**src/rtl/turn_timer_p.sv**
```systemverilog
// Countdown turn timer: a prescaler divides clk_i down to one-second steps, and the count runs
// from START_SEC to zero. It supports pause, abort, optional auto-reload and a warning window.
module turn_timer_p #(
  parameter int unsigned CLK_HZ      = 50_000_000,
  parameter int unsigned START_SEC   = 10,
  parameter int unsigned WARN_SEC    = 3,
  parameter int unsigned CNT_W       = 4,
  parameter int unsigned AUTO_RELOAD = 0
) (
  input  logic             clk_i,
  input  logic             reset_i,
  input  logic             start_i,
  input  logic             pause_i,
  input  logic             stop_i,
  output logic [CNT_W-1:0] count_o,
  output logic             tick_o,
  output logic             warning_o,
  output logic             expired_o,
  output logic             expired_pulse_o,
  output logic             running_o
);

  localparam int unsigned PRE_W = (CLK_HZ > 1) ? $clog2(CLK_HZ) : 1;
  localparam logic [PRE_W-1:0] PreMax   = PRE_W'(CLK_HZ - 1);
  localparam logic [CNT_W-1:0] CntStart = CNT_W'(START_SEC);
  localparam logic [CNT_W-1:0] CntWarn  = CNT_W'(WARN_SEC);

  typedef enum logic [1:0] {StIdle, StRun, StPaused, StExpired} state_e;

  state_e           state_q, state_d;
  logic [PRE_W-1:0] pre_q, pre_d;
  logic [CNT_W-1:0] count_q, count_d;
  logic             tick_q, tick_d;
  logic             ep_q, ep_d;

  always_ff @(posedge clk_i) begin
    if (reset_i) begin
      state_q <= StIdle;
      pre_q   <= '0;
      count_q <= CntStart;
      tick_q  <= 1'b0;
      ep_q    <= 1'b0;
    end else begin
      state_q <= state_d;
      pre_q   <= pre_d;
      count_q <= count_d;
      tick_q  <= tick_d;
      ep_q    <= ep_d;
    end
  end

  always_comb begin
    state_d = state_q;
    pre_d   = pre_q;
    count_d = count_q;
    tick_d  = 1'b0;
    ep_d    = 1'b0;
    if (stop_i) begin
      state_d = StIdle;
      pre_d   = '0;
      count_d = CntStart;
    end else if (start_i) begin
      // Start also pre-empts a wrap in the same cycle, so no pulse is raised here.
      state_d = StRun;
      pre_d   = '0;
      count_d = CntStart;
    end else begin
      unique case (state_q)
        StIdle: begin
          pre_d   = '0;
          count_d = CntStart;
        end
        StRun: begin
          if (pre_q == PreMax) begin
            pre_d  = '0;
            tick_d = 1'b1;
            if (count_q <= CNT_W'(1)) begin
              ep_d = 1'b1;
              if (AUTO_RELOAD != 0) begin
                count_d = CntStart;
              end else begin
                count_d = '0;
                state_d = StExpired;
              end
            end else begin
              count_d = count_q - CNT_W'(1);
            end
          end else begin
            pre_d = pre_q + PRE_W'(1);
          end
          // A pause sampled on a wrap still lets that decrement land first.
          if (pause_i && state_d == StRun) begin
            state_d = StPaused;
          end
        end
        StPaused: begin
          if (!pause_i) begin
            state_d = StRun;
          end
        end
        StExpired: begin
          pre_d   = '0;
          count_d = '0;
        end
        default: state_d = StIdle;
      endcase
    end
  end

  assign count_o         = count_q;
  assign tick_o          = tick_q;
  assign expired_pulse_o = ep_q;
  assign running_o       = (state_q == StRun);
  assign expired_o       = (state_q == StExpired);
  assign warning_o       = ((state_q == StRun) || (state_q == StPaused)) &&
                           (count_q != '0) && (count_q <= CntWarn);

endmodule

```
**config.mk**
```make
export PLATFORM = sky130hd
export DESIGN_NAME = turn_timer_p
export DESIGN_NICKNAME = d
export VERILOG_FILES = /design/src/rtl/turn_timer_p.sv
export SDC_FILE = /design/constraint.sdc
export NUM_CORES = 1
export LEC_CHECK = 0
export CORE_MARGIN = 1.5
export CORE_UTILIZATION = 50
export DETAILED_ROUTE_END_ITERATION = 16
export PLACE_DENSITY = 0.71
export SLEW_MARGIN = 20
export SYNTH_ARGS = -nofsm -noshare
export SYNTH_HDL_FRONTEND = slang
export SYNTH_SLANG_ARGS = --single-unit
```
**constraint.sdc**
```tcl
create_clock -name clk_i -period 2.2 [get_ports clk_i]
set_input_delay 0.44 -clock clk_i [delete_from_list [all_inputs] [get_ports clk_i]]
set_output_delay 0.44 -clock clk_i [all_outputs]
set_load 0.005 [all_outputs]
```
* Yosys cells after proc, flatten, opt, wreduce, memory -nomap -nowiden
Cells that the tools add are included.
** Cells by class
- $add $sub $neg :: 2
- $mul :: 0
- Divide/modulo/power cells :: 0
- Magnitude comparators :: 2
- Equal/unequal tests :: 8
- Shift operators :: 0
- Muxes and demuxes :: 16
- Bitwise operators :: 2
- Reductions and logical operators :: 18
** Operators by type and width (count)
- $pmux W26 S2 :: 1
- $add A26 B1 Y26 const B :: 1
- $eq A26 B26 Y1 const B :: 1
- $mux W26 :: 1
- $mux W2 :: 7
- $pmux W4 S3 :: 1
- $mux W4 :: 2
- $reduce_and A2 Y1 :: 3
- $reduce_bool A3 Y1 :: 2
- $reduce_or A5 Y1 :: 1
- $eq A2 B1 Y1 const B :: 2
- $eq A2 B2 Y1 const B :: 2
- $le A4 B1 Y1 const B :: 1
- $le A4 B2 Y1 const B :: 1
- $pmux W2 S2 :: 1
- $reduce_bool A2 Y1 :: 2
- $reduce_bool A4 Y1 :: 1
- $reduce_or A2 Y1 :: 2
- $reduce_or A4 Y1 :: 1
- $sub A4 B1 Y4 const B :: 1
- $logic_and A1 B1 Y1 :: 3
- $mux W1 :: 3
- $ne A3 B3 Y1 const B :: 1
- $reduce_or A3 Y1 :: 1
- other kinds (5) :: 6
** Word-level totals
- Register bits :: 34
- Latch bits :: 0
- Bits in writable memories :: 0
- Bits in read-only memories :: 0
- Bits of input ports :: 5
- Output and inout bits :: 9
- Logic and storage cells :: 54
- Memories :: 0

* Depth between registers and ports, before layout
Gate-level depths: netlist (run 1).
- Depth in word-level cells :: 11
- Gate-level depth with buffers :: 9
- Depth with buffers taken out :: 7

* Worst setup path after synthesis (run 1)
OpenSTA, ideal clock, no wires.
- Kind :: register to register
- From :: reg state_q[0]
- To :: reg pre_q[10]
- Setup time :: 0.070 ns
- Data arrival time :: 1.852 ns
- Data required time :: 2.130 ns
- Path slack :: 0.278 ns
- Stages on the path, launching flop included :: 8
- Path buffers :: 1
- Period minus slack after synthesis :: 1.922 ns
- Path through :: dfxtp_1 inv_1 ha_1 nor2b_1 clkbuf_1 nand3_1 or4b_2 a21oi_1
** On the way
- Longest elaborated chain between the ends :: 3
- Elaborated cells on any way between the ends :: 6
- Those cells by class :: 2 x eq/ne; 1 x mux; 3 x reduce/logical
** RTL lines
- start, declared :: line 30 : state_e state_q, state_d;
- start signal, assigned :: line 38 : state_q <= StIdle;
- start signal, assigned :: line 44 : state_q <= state_d;
- $eq A2 B2 Y1 / $logic_not A2 Y1 (equally long branches) :: line 68 : unique case (state_q)
- $reduce_or A2 Y1 (no line)
- $pmux W26 S2 / $reduce_bool A2 Y1 (equally long branches)
- end signal, assigned :: line 45 : pre_q <= pre_d;
- end, declared :: line 31 : logic [PRE_W-1:0] pre_q, pre_d;
Several ways; a longest one is shown, not always the timed one.
A chain may end at the register's enable or synchronous reset.

* Worst setup path after layout (run 1)
- From :: reg state_q[1]
- To :: out running_o
** On the way
- Longest elaborated chain between the ends :: 1
** RTL lines
- $eq A2 B1 Y1 :: line 113 : assign running_o = (state_q == StRun);
- end, declared :: line 20 : output logic running_o
Every way passes these cells.

==> summary by stage, run 1 <==
Final layout
The post-layout instance area is 2070 um2. Relative to the synthesized area, the layout overhead comes to 14.7%. The count of placed standard cells in the final layout, fillers left out is 272.

The repair_antennas step left the layout with diodes totalling 0. The count of filler cells inserted in the layout is 293. For this run, the post-layout net count is 238. Of the cells placed in the final design, the portion with a size suffix greater than 1 is 8.85%. The end-of-flow core utilization is 61.1%.

Yosys
After technology mapping, the gate count stands at 209. The cell area after synthesis is 1810 um2. The fraction of synthesis flops using an asynchronous set or reset pin is 0%. Summing the sequential cell areas from Yosys gives 37.7% of the chip area. The most numerous cell in the Yosys netlist is sky130_fd_sc_hd__dfxtp_1. By count the netlist is led by sky130_fd_sc_hd__dfxtp_1 (34), sky130_fd_sc_hd__nor2_1 (32), sky130_fd_sc_hd__xnor2_1 (12), sky130_fd_sc_hd__xor2_1 (11), sky130_fd_sc_hd__nand2_1 (10).

The yosys synthesis warning count is 0. Counting every net in the synthesized netlist gives 222. The cell type with the largest total area after synthesis is sky130_fd_sc_hd__dfxtp_1. In this run, synthesis produced a sequential element count of 34.

The per-instance average area after synthesis is 8.64 um2. Sorting the synthesized cells by area gives the leading types as sky130_fd_sc_hd__dfxtp_1 (38%), sky130_fd_sc_hd__nor2_1 (6.6%), sky130_fd_sc_hd__xnor2_1 (5.8%), sky130_fd_sc_hd__ha_1 (5.5%), sky130_fd_sc_hd__xor2_1 (5.3%). The count of flip-flops with a built-in enable after synthesis is 0. The count of cell types in the netlist is 41.

The most used flip-flop cell after synthesis is sky130_fd_sc_hd__dfxtp_1. The proportion of netlist area held by the largest area contributor is 37.7%.

Worst setup path
The peak fanout along the critical path is 10. The worst setup path is launched from a register. The kind of end point of the critical path is a primary output. The startpoint-to-endpoint class of the critical path is reg -> out. Counting both buffers and inverters, the worst setup path holds a total of 2. STA puts the critical path data required time at 1.76 ns.

The peak per-stage delay on the critical path is 0.53 ns. Traced cell by cell, the critical path runs through inv_1, ha_2, clkdlybuf4s50_1. Broken down by cell family, the worst path's largest delay share belongs to buffers and inverters. The arrival time at the worst endpoint is 1.65 ns. Among all stages on the critical path, the largest delay is contributed by sky130_fd_sc_hd__clkdlybuf4s50_1.

Clock tree
The clock latency of the later-clocked register in the worst-skew pair is 0.35 ns. The register clock-pin slew on the reported worst setup and hold paths is 0.11 ns. The clock tree from TritonCTS is yes. The tree is rooted in a sky130_fd_sc_hd__clkbuf_4. CTS built an H-tree with a depth of 2. The post-cts hold buffer count is 0.

For this design, the sink count on the clock tree is 34. The clock passes through at most 2 buffers. Counting the buffers created by CTS gives 5.

Floorplanning
The initial utilization of the core area, before any placement, comes to 53.3%. The count of pins on the block boundary is 14. The total core area is 3390 um2. The overall die height is 63.1 um.

The width of the die is 63.1 um. The number of core rows is 21. The full die area is 3980 um2.

Detailed routing
The detailed router finished its first iteration with 125 violations. The final routed wire length divided by cell count is 14.3 um. After detailed routing, the number of vias per cell comes to 5.85. In the routed design, unresolved DRC markers number 0. For this block, the routed nets add up to 3900 um of wire. The count of vias placed by the detailed router is 1592. The first detailed-routing pass ran for 4 iterations. The remaining antenna violation count after routing is 0.

Timing
The sum of negative setup slack is 0 ns. In this run the tightest slew margin relative to its limit is 66.1%. The clock period minus worst slack is 2.09 ns. The final count of negative-setup-slack endpoints is 0. For the pin with the worst max-slew slack, the measured transition is 0.504 ns. The worst clock skew is 0.0130 ns. The count of pins over their slew limit came to 0. Setup repair after global routing left no endpoint under its margin. The hold violation total from the final report is 0. Timing would allow up to 479 MHz. Of the available clock period, the critical path in the final layout requires 94.9%.

Placement
The cell area after placement is 1990 um2. Routability-driven placement finished with a final weighted congestion of 0.808. Detailed placement ended at an HPWL of 2820 um. In this run, placement finished with an instance count of 264. During placement, the flow inserted port buffers numbering 13.

Global route
The remaining global-route overflow is 0. The number of global-route vias before repair is 1491. The initial antenna violation count is 0. The pin count of the biggest net entering global routing is 27.

Global routing used 21.1% of the available tracks across all layers. The first global-routing pass estimated 6740 um of wire.

Pwr
For this design the ratio of total power to cell area is 527 nW/um2. Summed over all cells, the static leakage comes to 0.716 nW. The worst supply voltage drop on vdd is 403 uV.

Hold path
The worst min-delay path category is reg -> reg.

Run status
The flow ran to the end, and the final reports show no timing, DRC or antenna violations.

Job
Across the run, the number of max-cap violations was 0.
==> through the flow <==
stage	hold slack (ns)	total power, mW	setup slack [ns]
global placement	0.489	0.676	0.219
CTS	0.532	1.10	0.00834
global route	0.565	1.13	0.0149
finish	0.528	1.09	0.111
detailed placement	0.510	0.677	0.168
floorplan	0.472	0.657	0.278
==> what timing repair did <==
action	4_1_cts	5_1_grt
endpoints found under the setup margin	1	1
resized for setup	2	1
buffers inserted	0	0
endpoints found under the hold margin	0	0
gates cloned	0	0
==> placed cells by master (no fill, tap or decap), types with 2 or more instances in the layout <==
master / netlist / layout
sky130_fd_sc_hd__nor4_1: 3 / 3
sky130_fd_sc_hd__xnor2_1: 12 / 12
sky130_fd_sc_hd__clkbuf_8: 0 / 3
sky130_fd_sc_hd__mux2i_1: 2 / 2
sky130_fd_sc_hd__and2_1: 3 / 3
sky130_fd_sc_hd__nand2_1: 10 / 10
sky130_fd_sc_hd__a211oi_1: 4 / 4
sky130_fd_sc_hd__ha_1: 8 / 7
sky130_fd_sc_hd__clkdlybuf4s50_1: 0 / 12
sky130_fd_sc_hd__nor3_1: 8 / 8
sky130_fd_sc_hd__a21oi_1: 7 / 7
sky130_fd_sc_hd__and4_1: 7 / 7
sky130_fd_sc_hd__o21ai_0: 5 / 5
sky130_fd_sc_hd__and3_1: 7 / 7
sky130_fd_sc_hd__inv_1: 6 / 6
sky130_fd_sc_hd__nor2_1: 32 / 32
sky130_fd_sc_hd__o22ai_1: 2 / 2
sky130_fd_sc_hd__a21o_1: 2 / 2
sky130_fd_sc_hd__nand4_1: 9 / 9
sky130_fd_sc_hd__nand3_1: 9 / 9
sky130_fd_sc_hd__xor2_1: 11 / 11
sky130_fd_sc_hd__dfxtp_1: 34 / 33
sky130_fd_sc_hd__a31oi_1: 2 / 2
sky130_fd_sc_hd__buf_4: 0 / 4
sky130_fd_sc_hd__clkbuf_4: 0 / 5
==> power breakdown <==
part | internal, mW | total (mW) | switching, mW | leakage (nW)
sequential | 0.617 | 0.619 | 0.00217 | 0.274
combinational | 0.0227 | 0.0446 | 0.0219 | 0.397
clock | 0.218 | 0.428 | 0.210 | 0.0446
total | 0.858 | 1.09 | 0.234 | 0.716
==> worst paths after layout <==
path                   start        end  slack [ns]  cells after the start
setup reg to reg  state_q[0]  pre_q[10]        0.17                      6
hold / removal     pre_q[22]  pre_q[22]        0.53                      2
setup / recovery  state_q[1]  running_o        0.11                      3
hold reg to reg    pre_q[22]  pre_q[22]        0.53                      2
==> cells by family after synthesis <==
group,after synthesis,share of synthesized area (%)
multiplexers,2,1.11
AND/OR/NAND/NOR,99,29.8
flip-flops,34,37.7
adder cells (fa/ha/maj),8,5.54
AO/OA/AOI/OAI,28,10.5
buffers and inverters,15,4.22
XOR/XNOR,23,11.1
==> sequential cells by signal (all words and copies together), names as in the netlist <==
signal           count
tick_o               1
expired_pulse_o      1
count_o              4
state_q              2
pre_q               26
==> final cells by class <==
cell class / count / area [um2] / area share (%)
Inverter: 6 / 22.5 / 1.09
Tap cell: 46 / 57.6 / 2.78
Sequential cell: 34 / 682 / 32.9
Clock buffer: 8 / 78.8 / 3.80
Timing Repair Buffer: 18 / 179 / 8.64
Multi-Input combinational cell: 160 / 1050 / 50.8
==> tightest hold or removal path, delay by kind of cell, from the launching register on <==
family	cells	cell delay (ns)
DFF	1	0.36
xor gates and xnor gates	1	0.07
and+or+nand+nor	1	0.07
==> metal layers <==
layer / GRT usage, % / part of all wire (%) / up-vias / wire [um]
li1: - / - / 783 / -
met5: 0 / 0 / - / 0
met4: 5.56 / 0.51 / 0 / 20
met2: 32.0 / 46 / 48 / 1800
met3: 6.96 / 5.4 / 2 / 209
met1: 28.7 / 48 / 759 / 1870
Note: power is estimated with default switching activity, not from simulation.
==> inputs of run 2 (changes only) <==
--- a/config.mk
+++ b/config.mk
@@ -8,7 +8,8 @@
 export CORE_MARGIN = 1.5
 export CORE_UTILIZATION = 50
 export DETAILED_ROUTE_END_ITERATION = 16
-export PLACE_DENSITY = 0.71
+export GPL_TIMING_DRIVEN = 0
+export PLACE_DENSITY = 0.74
 export SLEW_MARGIN = 20
 export SYNTH_ARGS = -nofsm -noshare
 export SYNTH_HDL_FRONTEND = slang
==> constraint.sdc (replaced) <==
create_clock -name clk_i -period 1.7 [get_ports clk_i]
set_input_delay 0.34 -clock clk_i [delete_from_list [all_inputs] [get_ports clk_i]]
set_output_delay 0.34 -clock clk_i [all_outputs]
set_load 0.005 [all_outputs]
==> run 2 against run 1 <==
  * The flow now finishes with violations (negative setup slack)
  * Critical path type unchanged
  * Design area up 17%
  * Worst hold slack worse by 0.0012 ns
  * Sequential cell count unchanged
  * Highest routed layer unchanged
  * Clock-buffer cell count down 1
  * Via count up 6.7%
  * Critical endpoint is now warning_o
  * Largest power group unchanged
  * Routed wire length up 13%
  * Worst setup slack worse by 0.13 ns
  * Total power up 33%
  * Sequential power up 28%
==> summary by stage, run 2 (synthesis results as in run 1) <==
Final layout
The antenna diode count is 0 (unchanged). Leaving out fill and tap cells, the most frequent cell in the layout is sky130_fd_sc_hd__nor2_1. The area added between synthesis and finish is 34.3%. More flip-flops sit in one register than any other, and that register is pre_q. The final layout net count is 263 (+11%). The number of flip-flops under the largest register name is 26 (unchanged). The count of filler cells inserted in the layout is 269 (-8.2%).

The fraction of final layout cells sized beyond drive strength 1 was 33.1% (+24 points). The library cells used most frequently in the layout, excluding fill and tap cells, are sky130_fd_sc_hd__nor2_1 (31), sky130_fd_sc_hd__buf_4 (22), sky130_fd_sc_hd__dfxtp_1 (16), sky130_fd_sc_hd__dfxtp_2 (13), sky130_fd_sc_hd__xnor2_1 (12).

Placement
The weighted congestion reported at the end of routability-driven placement is 0.812 (+0.49%). The number of buffer cells added on primary ports came to 13 (unchanged). The worst setup slack after placement is -0.385 ns (-0.553 ns).

The half-perimeter wire length after detailed placement is 2570 um (-8.6%).

Hold path
The worst hold path begins at pre_q[22]. The worst hold path belongs to the class reg -> reg.

Floorplanning
The total core area is 3390 um2 (unchanged). The starting density of the core came to 53.3% (unchanged). The overall die height is 63.1 um (unchanged). The width of the die came to 63.1 um (unchanged).

The count of pins on the block boundary came to 14 (unchanged). The full die area is 3980 um2 (unchanged). The number of core rows is 21 (unchanged).

Clock tree
The total number of clock tree sinks was 34 (unchanged). The number of buffers inserted during clock tree synthesis came to 5 (unchanged). TritonCTS built the clock tree. The post-cts hold buffer count is 0 (unchanged). The clock latency of the later-clocked register in the worst-skew pair is 0.36 ns (about the same).

The deepest level of the CTS H-tree is 2 (unchanged). The buffer levels on the longest clock path is 2 (unchanged). The register clock-pin slew on the reported worst setup and hold paths is 0.10 ns (about the same).

The root buffer cell chosen for the clock tree is sky130_fd_sc_hd__clkbuf_4.

Timing
The worst path uses 101% of the clock period. The transition at the pin with the smallest max-transition slack was 0.406 ns (-0.0977 ns). The worst clock skew is 0.00925 ns (-0.00379 ns). The final count of negative-setup-slack endpoints is 1 (+1).

The hold slack is 0.527 ns (-0.00125 ns). The final critical-path setup slack was -0.0196 ns (-0.131 ns). The hold violation total from the final report is 0 (unchanged). The highest attainable clock frequency is 582 MHz. The clock period minus worst slack is 1.72 ns.

The remaining max-slew budget at the tightest pin is 72.7% (+6.6 points). The sum of negative setup slack is -0.0196 ns (-0.0196 ns). Setup repair after global routing could not meet its margin everywhere. The count of pins over their slew limit is 0 (unchanged).

Worst setup path
The peak fanout along the critical path is 5 (-5). The peak per-stage delay on the critical path came to 0.36 ns (-0.17 ns). In this run the worst setup path begins at state_q[0]. The slowest stage of the critical path belongs to the cell sky130_fd_sc_hd__dfxtp_4.

The required time at the worst-slack endpoint is 1.36 ns (-0.40 ns). Walking the worst path, the cells encountered are inv_2, ha_4, nor4_2, buf_2. The arrival time at the worst endpoint is 1.38 ns (-0.27 ns). STA classifies the critical path startpoint as a register. The startpoint-to-endpoint class of the critical path is reg -> out. The reg-to-reg startpoint is pre_q[1].

STA classifies the critical path endpoint as a primary output.

Global route
The total global routing track utilization came to 23.8% (+2.7 points). The pin count of the biggest net entering global routing is 11 (-59%). The initial antenna violation count came to 0 (unchanged).

The remaining global-route overflow is 0 (unchanged). The global-route wire length before repair is 7310 um (+8.4%). The number of global-route vias before repair was 1562 (+4.8%).

Job
The max-capacitance violation count is 0 (unchanged).

Pwr
The leakage power is 0.876 nW (+22%). The worst supply voltage drop on vdd is 539 uV (+34%). The power after layout is 1.45 mW (+33%). The power per cell area came to 599 nW/um2 (+14%).

Detailed routing
The total length of routed wires was 4420 um (+13%). The DRC violations left is 0 (unchanged). The count of vias placed by the detailed router is 1699 (+6.7%). The via density per instance is 5.72 (-2.3%). The final routed wire length divided by cell count came to 14.9 um (+3.9%). The remaining antenna violation count after routing came to 0 (unchanged). The length of the first detailed-routing pass in iterations is 4 (unchanged). The detailed router's first-iteration violation count is 91 (-27%).

Run status
The flow ran to the end, but the final reports show violations. The checks that failed: negative setup slack.
==> run 2: path summary, 6_finish.rpt <==
check / endpoint / cells after the start / slack [ns]
hold reg to reg: pre_q[22] / 2 / 0.53
setup reg to reg: pre_q[14] / 6 / 0.01
setup / recovery: warning_o / 4 / -0.02
hold / removal: pre_q[22] / 2 / 0.53
==> run 2: layout make-up <==
type / instances / area [um2] / share of cell area, %
multi-input cells: 160 / 1190 / 49.1
flip-flops and latches: 34 / 716 / 29.5
repair buffers: 38 / 325 / 13.4
well taps: 46 / 57.6 / 2.37
clock buffers: 7 / 45.0 / 1.86
plain buffers: 5 / 40.0 / 1.65
clock inverters: 1 / 30.0 / 1.24
inverters: 6 / 22.5 / 0.928
==> run 2: layer usage <==
layer	share of wire [%]	wire length (um)	track usage (%)	vias up
li1	-	-	-	826
met1	48	2120	31.1	824
met2	46	2050	36.6	35
met3	3.1	137	5.71	14
met4	2.5	112	11.9	0
met5	0	0	0	-
==> run 2: report_power, final <==
| group | internal, mW | switching, mW | total (mW) |
|---|---|---|---|
| Combinational | 0.0376 | 0.0357 | 0.0733 |
| Sequential | 0.791 | 0.00262 | 0.793 |
| Clock | 0.312 | 0.275 | 0.586 |
| Total | 1.14 | 0.313 | 1.45 |
==> run 2: critical path, delay by kind of cell, from the launching register on <==
| kind | cells | cell delay [ns] |
|---|---|---|
| simple gates | 1 | 0.21 |
| fa+ha+maj | 1 | 0.22 |
| buf+inv | 2 | 0.23 |
| flops | 1 | 0.36 |
==> run 2: repair_timing <==
item                       CTS  global route
gates resized for setup     46            24
cloned                       2             0
pin swaps                   10             8
setup endpoints to repair   37            30
setup buffers               22             1
hold endpoints to repair     0             0
==> run 2: per-stage QoR <==
stage / instance area, um2 / instances / utilization [%]
floorplan: 1820 / 209 / -
global route: 2430 / 297 / 71.6
detailed placement: 2010 / 268 / 59.3
CTS: 2340 / 296 / 69.0
finish: 2430 / 297 / 71.6
global placement: 2010 / 268 / 59.3
==> RTL edit 1 (settings of run 1) <==
Change the parameter `AUTO_RELOAD` from 0 to 1.
--- a/src/rtl/turn_timer_p.sv
+++ b/src/rtl/turn_timer_p.sv
@@ -5,7 +5,7 @@
   parameter int unsigned START_SEC   = 10,
   parameter int unsigned WARN_SEC    = 3,
   parameter int unsigned CNT_W       = 4,
-  parameter int unsigned AUTO_RELOAD = 0
+  parameter int unsigned AUTO_RELOAD = 1
 ) (
   input  logic             clk_i,
   input  logic             reset_i,
Check against the original RTL: same outputs for any inputs over 10 cycles, from zero or initial values; that may be too few to reach the edited logic, so the function may still have changed.
==> RTL edit 1 against run 1 <==
Core utilization is 0.18 points higher. Clock power down 17%. Global-route usage down 1.3 points. Register-to-register slack better by 0.12 ns. Sequential cell count did not move. Setup slack improved by 0.078 ns. Clock skew is 0.0063 ns lower. First-iteration DRC count fell by 2.4%. Synthesized area fell by 0.48%. Non-clock buffer count increased by 4. Largest cell class unchanged. Power is 7.2% lower. Routed wire length shrank 7.0%. Final area rose by 0.30%.
==> RTL edit 1: results (changes against run 1) <==
grt_pass1_wl_um: 6240  # -7.4%
grt_max_degree: 16  # -41%
min_to: "pre_q[0]"
worst_slew_pin_slew_ns: 0.525  # +0.0215 ns
synth_area_leaders: "dfxtp_1 (38%), nor2_1 (8.8%), xnor2_1 (7.8%)"
r2r-end: "pre_q[20]"
holdCritStartpoint: "pre_q[0]"
switching_share_pct: 22.0  # +0.56 points
crit_end: "warning_o"
fin_worst_skew_ns: 0.00678  # -0.00626 ns
wl_per_cell_um: 12.6  # -12%
reg2reg_depth: 8  # +2
stdcell_count: 287  # +5.5%
dp_hpwl_um: 2690  # -4.4%
pwr-share-seq_pct: 61.1  # +4.4 points
critical_path.max_fanout: 6  # -4
met2_length_um: 1670  # -7.0%
ys_types: 38  # -7.3%
clock_power_share_pct: 35.2  # -4.0 points
placedCellCount: 279  # +5.7%
numCtsBuffers: 5  # unchanged
setup_slack_ns: 0.189  # +0.0776 ns
clk-insertion-delay-late_ns: 0.32  # -0.03 ns
ys_top_cells_by_count: "nor2_1 (42), dfxtp_1 (34), xnor2_1 (16)"
dpl_cell_area_um2: 2020  # +1.4%
syn-num-nets: 232  # +4.5%
drt-met1-wl_um: 1810  # -3.5%
worst_hold_slack_ns: 0.531  # +0.00276 ns
fillerInstances: 288  # -1.7%
p_leak_uw: 0.000661  # -7.6%
vdd_drop_max_uv: 391  # -2.9%
arrival_ns: 1.57  # -0.08 ns
root_buffer: "clkbuf_4"
largest_reg_flops: 26  # unchanged
nets: 254  # +6.7%
status: "finished clean"
drt-initial-drc-count: 122  # -2.4%
wl_met3_um: 129  # -38%
grtUsageTotal_pct: 19.8  # -1.3 points
globalplace.congestion: 0.793  # -1.8%
drive_gt1_share_pct: 8.30  # -0.55 points
grt_pass1_vias: 1391  # -6.7%
ys_seq_area_share_pct: 37.9  # +0.18 points
routed-via-count: 1548  # -2.8%
dp_slack_ns: 0.164  # -0.00355 ns
slowest_stage: "dfxtp_2"
diodes: 0  # unchanged
crit_family: "flip-flops"
max_stage_delay_ns: 0.39  # -0.14 ns
reg2reg_slack_ns: 0.29  # +0.12 ns
synth.avg_cell_area_um2: 8.25  # -4.6%
## RTL edit 1: cell count changes in the layout (fill, tap and decap cells not counted), moves of 5 or more
cell,before,now
nor2_1,32,42
buf_4,4,9
nand2_1,10,15
xor2_1,11,6
## RTL edit 1: cell type report
cell class              instances  area, um2  area share, %
clock buffers                   7       55.1           2.65
multi-input cells             169       1050           50.6
clock inverters                 1       5.00          0.241
inverters                       8       30.0           1.44
repair buffers                 22        196           9.45
flip-flops and latches         34        682           32.8
well taps                      46       57.6           2.77
## RTL edit 1: cell families after synthesis
logic type / share of synthesized area [%]
adder cells (fa/ha/maj): 6.26
buffers and inverters: 3.62
XOR/XNOR: 10.7
AND/OR/NAND/NOR: 33.3
AO/OA/AOI/OAI: 8.28
flip-flops: 37.9
## RTL edit 1: per-layer routing
layer,track usage [%],vias up
li1,-,803
met1,26.4,715
met2,31.4,28
met3,4.86,2
met4,6.67,0
met5,0,-
==> RTL edit 2 (config.mk and constraints of run 1) <==
Without the edit above. Make the reset (`reset_i`) asynchronous in one clocked block.
--- a/src/rtl/turn_timer_p.sv
+++ b/src/rtl/turn_timer_p.sv
@@ -33,7 +33,7 @@
   logic             tick_q, tick_d;
   logic             ep_q, ep_d;
 
-  always_ff @(posedge clk_i) begin
+  always_ff @(posedge clk_i or posedge reset_i) begin
     if (reset_i) begin
       state_q <= StIdle;
       pre_q   <= '0;
Behaviour: differs if reset_i is asserted again (counterexample within 4 cycles, from zero or initial values and one cycle with reset_i high); with reset_i held inactive, the same outputs for 10 cycles.
==> RTL edit 2 against run 1 <==
Routed wire length rose by 32%. Sequential cell count did not move. Final area increased by 28%. Non-clock buffer count increased by 28. Count of clock-buffer cells in the layout fell by 2. Via count is 22% higher. Clock skew decreased by 0.0049 ns. Synthesized area increased by 16%. Largest cell class unchanged. Register-to-register slack lost 0.15 ns. Highest routed layer unchanged. Setup slack lost 0.092 ns.
Power is not compared: it rests on default switching activity, and its combinational part moved more than twofold at a synthesized area within 25%.
==> RTL edit 2: results (changes against run 1) <==
status: "finished clean"
slowest_stage: "or4_4"
dp_hpwl_um: 3710  # +32%
crit_end: "count_o[2]"
clk-insertion-delay-late_ns: 0.29  # -0.06 ns
hold_path_class: "in -> async"
dpl_cell_area_um2: 2500  # +26%
placedCellCount: 319  # +21%
use_met2_pct: 39.2  # +7.2 points
synth_area_leaders: "dfrtp_1 (38%), ha_1 (4.8%), nor2_1 (4.5%)"
use_met3_pct: 4.50  # -2.5 points
critical_path.max_fanout: 5  # -5
drt-met1-wl_um: 2310  # +23%
fillerInstances: 347  # +18%
worst_hold_slack_ns: 0.556  # +0.0279 ns
path_clk_slew_ns: 0.07  # -0.04 ns
ys_top_cells_by_count: "dfrtp_1 (32), nor2_1 (25), nand2_1 (18)"
grtUsageTotal_pct: 24.8  # +3.7 points
drt-initial-drc-count: 177  # +42%
routed-via-count: 1937  # +22%
timing.fmax_mhz: 459  # -4.2%
root_buffer: "clkbuf_8"
dp_slack_ns: -0.0104  # -0.178 ns
synthArstFlopShare_pct: 100  # +100 points
slew_headroom_pct: 63.6  # -2.5 points
drt-total-wl_um: 5140  # +32%
met2_length_um: 2470  # +38%
wl_met3_um: 288  # +38%
fin_worst_skew_ns: 0.00813  # -0.00491 ns
nets: 289  # +21%
max_stage_delay_ns: 0.55  # +0.02 ns
grt_pass1_wl_um: 8300  # +23%
RTL edit 2: timing repair:
item	4_1_cts	5_1_grt
hold endpoints to repair	0	0
gates resized for setup	2	4
pin swaps	2	2
endpoints found under the setup margin	2	15
RTL edit 2: critical path: cells and delay by family (launching register included):
kind	cells	cell delay, ns
buffers and inverters	1	0.19
and+or+nand+nor	4	1.40
AOI/OAI and AO/OA	1	0.14
DFF	1	0.38
RTL edit 2: logic make-up (layout without fill, tap and decap cells):
family	after synthesis	count (layout)	synth area share, %
simple gates	110	110	29.5
compound gates	48	48	15.8
flops	34	34	40.9
buf+inv	16	63	2.94
xor+xnor	11	11	4.62
fa+ha+maj	8	8	4.80
mux	3	3	1.44
RTL edit 2: area by class of cell:
class | instances | area (um2) | area share (%)
clock inverter | 2 | 60.1 | 2.26
multi-input combinational | 180 | 1190 | 44.8
inverter | 9 | 33.8 | 1.27
sequential | 34 | 853 | 32.1
timing repair buffer | 46 | 377 | 14.2
tap | 50 | 62.6 | 2.35
clock buffer | 6 | 82.6 | 3.10
